==> config.mk <==
export PLATFORM = sky130hd
export DESIGN_NAME = usb_nrzi_rx_deser
export DESIGN_NICKNAME = d
export VERILOG_FILES = /design/src/rtl/usb_nrzi_rx_deser.sv
export SDC_FILE = /design/constraint.sdc
export NUM_CORES = 1
export LEC_CHECK = 0
export ABC_CLOCK_PERIOD_IN_PS = 3800
export CORE_MARGIN = 5
export CORE_UTILIZATION = 43
export DETAILED_ROUTE_END_ITERATION = 8
export PLACE_DENSITY = 0.63
export SLEW_MARGIN = 10
export SYNTH_ARGS = -nofsm -noshare
export SYNTH_HDL_FRONTEND = slang
export SYNTH_SLANG_ARGS = --single-unit
==> constraint.sdc <==
create_clock -name clk -period 3.8 [get_ports clk]
set_input_delay 0.57 -clock clk [delete_from_list [all_inputs] [get_ports clk]]
set_output_delay 0.57 -clock clk [all_outputs]
set_load 0.01 [all_outputs]
==> src/rtl/usb_nrzi_rx_deser.sv <==
// USB receive front end: NRZI decode, bit-unstuffing and LSB-first word assembly.
// Sticky stuff_err flag; rcving=0 idles the block but keeps the last word.
module usb_nrzi_rx_deser #(
    parameter int unsigned DATA_W     = 8,
    parameter int unsigned STUFF_LEN  = 6,
    parameter bit          IDLE_LEVEL = 1'b1
) (
    input  logic              clk,
    input  logic              n_rst,
    input  logic              d_plus,
    input  logic              shift_enable,
    input  logic              eop,
    input  logic              rcving,
    output logic              d_orig,
    output logic              bit_valid,
    output logic [DATA_W-1:0] rx_word,
    output logic              word_valid,
    output logic              stuff_err
);

    localparam int unsigned ONES_W = 4;
    localparam int unsigned CNT_W  = $clog2(DATA_W + 1);

    typedef enum logic [1:0] {
        S_IDLE      = 2'd0,
        S_ACTIVE    = 2'd1,
        S_STUFF_CHK = 2'd2,
        S_ERROR     = 2'd3
    } state_t;

    state_t              r_state;
    state_t              w_state_nxt;
    logic                r_prev,       w_prev_nxt;
    logic                r_d_orig,     w_d_orig_nxt;
    logic                r_bit_valid,  w_bit_valid_nxt;
    logic                r_word_valid, w_word_valid_nxt;
    logic                r_stuff_err,  w_stuff_err_nxt;
    logic [ONES_W-1:0]   r_ones,       w_ones_nxt;
    logic [CNT_W-1:0]    r_bit_cnt,    w_bit_cnt_nxt;
    logic [DATA_W-1:0]   r_shift,      w_shift_nxt;
    logic [DATA_W-1:0]   r_rx_word,    w_rx_word_nxt;

    logic                w_dec;
    logic                w_strobe;
    logic                w_word_done;
    logic                w_stuff_hit;
    logic [ONES_W-1:0]   w_ones_inc;
    logic [CNT_W-1:0]    w_cnt_inc;
    logic [DATA_W-1:0]   w_shift_in;

    assign w_dec       = (d_plus == r_prev);
    assign w_strobe    = rcving && shift_enable && (r_state != S_IDLE);
    assign w_ones_inc  = r_ones + ONES_W'(1);
    assign w_cnt_inc   = r_bit_cnt + CNT_W'(1);
    assign w_word_done = (w_cnt_inc == CNT_W'(DATA_W));
    assign w_shift_in  = {w_dec, r_shift[DATA_W-1:1]};
    // The ones run restarts at each word boundary, so a completing bit never arms the stuff check.
    assign w_stuff_hit = w_dec && (w_ones_inc == ONES_W'(STUFF_LEN)) && !w_word_done;

    // State register
    always_ff @(posedge clk or negedge n_rst) begin
        if (!n_rst) r_state <= S_IDLE;
        else        r_state <= w_state_nxt;
    end

    // Next-state logic; rcving=0 overrides everything
    always_comb begin
        w_state_nxt = r_state;
        if (!rcving) begin
            w_state_nxt = S_IDLE;
        end else begin
            case (r_state)
                S_IDLE:      w_state_nxt = S_ACTIVE;
                S_ACTIVE: begin
                    if (shift_enable && !eop && w_stuff_hit) w_state_nxt = S_STUFF_CHK;
                end
                S_STUFF_CHK: begin
                    if (shift_enable) begin
                        if (eop)        w_state_nxt = S_ACTIVE;
                        else if (w_dec) w_state_nxt = S_ERROR;
                        else            w_state_nxt = S_ACTIVE;
                    end
                end
                S_ERROR:     w_state_nxt = S_ERROR;
                default:     w_state_nxt = S_IDLE;
            endcase
        end
    end

    // Output / datapath next values
    always_comb begin
        w_prev_nxt       = r_prev;
        w_d_orig_nxt     = r_d_orig;
        w_bit_valid_nxt  = 1'b0;
        w_word_valid_nxt = 1'b0;
        w_stuff_err_nxt  = r_stuff_err;
        w_ones_nxt       = r_ones;
        w_bit_cnt_nxt    = r_bit_cnt;
        w_shift_nxt      = r_shift;
        w_rx_word_nxt    = r_rx_word;
        if (!rcving) begin
            w_prev_nxt      = IDLE_LEVEL;
            w_d_orig_nxt    = 1'b1;
            w_stuff_err_nxt = 1'b0;
            w_ones_nxt      = '0;
            w_bit_cnt_nxt   = '0;
            w_shift_nxt     = '0;
        end else if (w_strobe) begin
            w_prev_nxt   = d_plus;
            w_d_orig_nxt = w_dec;
            if (eop) begin
                w_prev_nxt    = IDLE_LEVEL;
                w_d_orig_nxt  = 1'b1;
                w_ones_nxt    = '0;
                w_bit_cnt_nxt = '0;
                w_shift_nxt   = '0;
            end else begin
                case (r_state)
                    S_ACTIVE: begin
                        w_bit_valid_nxt = 1'b1;
                        w_shift_nxt     = w_shift_in;
                        w_ones_nxt      = w_dec ? w_ones_inc : '0;
                        if (w_word_done) begin
                            w_rx_word_nxt    = w_shift_in;
                            w_word_valid_nxt = 1'b1;
                            w_bit_cnt_nxt    = '0;
                            w_ones_nxt       = '0;
                        end else begin
                            w_bit_cnt_nxt = w_cnt_inc;
                        end
                    end
                    S_STUFF_CHK: begin
                        w_ones_nxt = '0;
                        if (w_dec) w_stuff_err_nxt = 1'b1;
                    end
                    default: ;
                endcase
            end
        end
    end

    // Datapath and output registers
    always_ff @(posedge clk or negedge n_rst) begin
        if (!n_rst) begin
            r_prev       <= IDLE_LEVEL;
            r_d_orig     <= 1'b1;
            r_bit_valid  <= 1'b0;
            r_word_valid <= 1'b0;
            r_stuff_err  <= 1'b0;
            r_ones       <= '0;
            r_bit_cnt    <= '0;
            r_shift      <= '0;
            r_rx_word    <= '0;
        end else begin
            r_prev       <= w_prev_nxt;
            r_d_orig     <= w_d_orig_nxt;
            r_bit_valid  <= w_bit_valid_nxt;
            r_word_valid <= w_word_valid_nxt;
            r_stuff_err  <= w_stuff_err_nxt;
            r_ones       <= w_ones_nxt;
            r_bit_cnt    <= w_bit_cnt_nxt;
            r_shift      <= w_shift_nxt;
            r_rx_word    <= w_rx_word_nxt;
        end
    end

    assign d_orig     = r_d_orig;
    assign bit_valid  = r_bit_valid;
    assign rx_word    = r_rx_word;
    assign word_valid = r_word_valid;
    assign stuff_err  = r_stuff_err;

endmodule

==> qor.txt <==
Root Driver = clkbuf_4
clk_skew = 0.00343 ns
most frequent cells in the layout = 28 x dfrtp_1, 17 x clkdlybuf4s50_1, 12 x nand2_1
leading cell type in the layout, fill and taps excluded = dfrtp_1
TritonRoute pass-1 iters = 4
ANT nets after route = 0
Initial DRC Count = 68
num ports = 18
Tightest Hold Check Type = reg2reg
Crit Path Class = in2reg
max-cap violation count = 0
Routability Congestion = 0.885
Mapped Cells = 137
post-synth cell types = 41
RSZ-0062 raised after global routing = false
syn_area_per_cell = 11.1 sq um
core area = 0.00339 sq mm
CTS tree = done
worst-margin pin slew = 0.484 ns
Synth Area in Compound Gates = 20.2%
Die W = 69.4 um
TNS Setup = 0 ns
Die Y = 69.4 um
CTS Buf Count = 5
Net Sw Frac = 24.2%
Net Sw Power = 0.000155 W
vias per cell = 5.50
total gr overflow = 0
final WL = 2750 um
final worst slack = 1.66 ns
CTS H-tree depth = 2
initial antenna violation count = 0
status = completed
Port Buf Inserts = 17
DR WL/cell = 13.4 um
Pwr Total = 0.000641 W
post-CTS setup buffer count = 0
Peak supply drop = 0.000234 V
syn_nets = 151
routed vias = 1127
Worst path slowest cell = clkdlybuf4s50_1
Synth async-reset ratio = 100%
Crit. End Element = register
post-layout util = 53.3%
Seq/Total Area, Yosys = 49.6%
Synth Flop Type = dfrtp_1
clock share of power = 38.6%
Hold Buf Count CTS = 0
drt drc = 0
largest net degree at the start of global routing = 31
Final setup viols = 0
Max Clock Freq = 468 MHz
PD cells = 354 mW/mm^2
setup slack at placement = 1.31 ns
Detailed Place HPWL = 1970 um
CP startpoint kind = input pin
Worst Path Arrival = 2.36 ns
Area Overhead vs Synth = 19.0%
Pint = 0.000485 W
post-synthesis adder-cell area fraction = 6.59%
post-synthesis instance area = 0.00152 sq mm
worst path cell trace = clkdlybuf4s50_1, nand2_1, or3_1, clkinv_8, o211ai_4, mux2_2
critical path data required time = 4.02 ns
fin crit share = 56.2%
# rows = 21
first-pass GRT wire length = 4790 um
Ant. Diodes = 0
Yosys warnings = 0
Slowest Stage Delay on Critical Path = 0.67 ns
Post-Synth Simple-Gate Area = 14.0%
min Tclk post-route = 2.14 ns
Final Max Tran Viols = 0
Die ar. = 0.00482 sq mm
Sequential Power Share = 51.9%
relative slew slack = 67.7%
clk buf depth = 2
Worst-path clk slew = 0.10 ns
post-cts sizing count = 0
largest family of logic cells by synthesized area = compound AO/OA/AOI/OAI gates
Worst-Skew Late Latency = 0.33 ns
GRT Util Overall = 12.4%
share of cells above drive strength 1 = 18.2%
vias in the first global route = 1071
Synth Area in XOR/XNOR = 0.577%
crit-path max FO = 11
Logic pwr share = 9.6%
Post-synth EDFFs = 0
Pleak = 0.851 nW
post-synthesis mux area share = 5.19%
Synth Register Bits = 30
Final Hold Fails = 0
final net count = 172
fillers = 301
Starting Density = 44.8%
clk sinks = 30
-- cell families (layout without fill, tap and decap cells) --
logic type               after synthesis  count (layout)
AO/OA/AOI/OAI                         41              41
AND/OR/NAND/NOR                       40              40
flip-flops                            30              30
buffers and inverters                 10              32
adder cells (fa/ha/maj)                8               8
multiplexers                           7               7
XOR/XNOR                               1               1
-- critical path: cells and delay by family --
family / cells / cell delay (ns)
AOI/OAI and AO/OA: 1 / 0.15
buffers and inverters: 2 / 0.79
muxes: 1 / 0.31
and+or+nand+nor: 2 / 0.53
-- synthesized netlist by cell type, types with 2 or more instances --
master,count,share of area (%)
a211oi_1,2,0.99
a21o_1,4,2.0
a21oi_1,7,2.3
a22o_2,7,4.6
clkbuf_1,2,0.49
dfrtp_1,28,46
dfstp_2,2,3.5
ha_1,8,6.6
inv_1,5,1.2
mux2_2,7,5.2
nand2_1,12,3.0
nand2b_1,3,1.2
nand3_1,3,0.99
nor2_1,8,2.0
nor2b_1,2,0.82
nor3_1,3,0.99
o21a_1,2,0.99
o21ai_0,9,3.0
-- sequential cells by signal, indices dropped and copies added (netlist names) --
register and cells:
bit_valid 1, d_orig 1, r_bit_cnt 4, r_ones 4, r_prev 1, r_shift 7
r_state 2, rx_word 8, stuff_err 1, word_valid 1
-- layout make-up --
class,instances,area [sq um],share of cell area [%]
Clock buffer,5,37.5,2.08
Clock inverter,3,40.0,2.21
Inverter,6,35.0,1.94
Multi-Input combinational cell,97,707,39.1
Sequential cell,30,753,41.7
Tap cell,46,57.6,3.18
Timing Repair Buffer,18,178,9.83
-- through the flow --
step | hold WS, ns | cell area, sq um | cells
after floorplan | 0.274 | 1520 | 137
after global placement | 0.476 | 1730 | 197
after detailed placement | 0.476 | 1730 | 197
after CTS | 0.501 | 1810 | 205
after global routing | 0.527 | 1810 | 205
final | 0.488 | 1810 | 205
-- path summary, 6_finish.rpt --
kind                             from    endpoint  slack (ns)  cells after the start
min                        rx_word[7]  rx_word[7]        0.49                      2
min in group asynchronous       n_rst  r_shift[5]        0.61                      2
max                            rcving  rx_word[2]        1.66                      6
max in group asynchronous       n_rst      d_orig        2.87                      2
max reg2reg                r_state[1]  rx_word[2]        1.74                      7
min reg2reg                rx_word[7]  rx_word[7]        0.49                      2
-- routing by layer --
| layer | routed length [um] | global-route usage, % | vias up |
|---|---|---|---|
| met5 | 0 | 0 | - |
| met2 | 1400 | 20.4 | 25 |
| met4 | 29 | 5.64 | 0 |
| met1 | 1170 | 14.4 | 552 |
| met3 | 141 | 4.49 | 5 |
| li1 | - | - | 545 |
-- power groups by stage --
stage | clock (W) | combinational [W] | sequential, W
2_1_floorplan | 0 | 0.0000395 | 0.000337
3_3_place_gp | 0 | 0.0000614 | 0.000338
3_5_place_dp | 0 | 0.0000615 | 0.000339
4_1_cts | 0.000259 | 0.0000618 | 0.000332
5_1_grt | 0.000270 | 0.0000703 | 0.000334
6_report | 0.000247 | 0.0000612 | 0.000332
No activity file was read; power rests on OpenSTA's default activity.
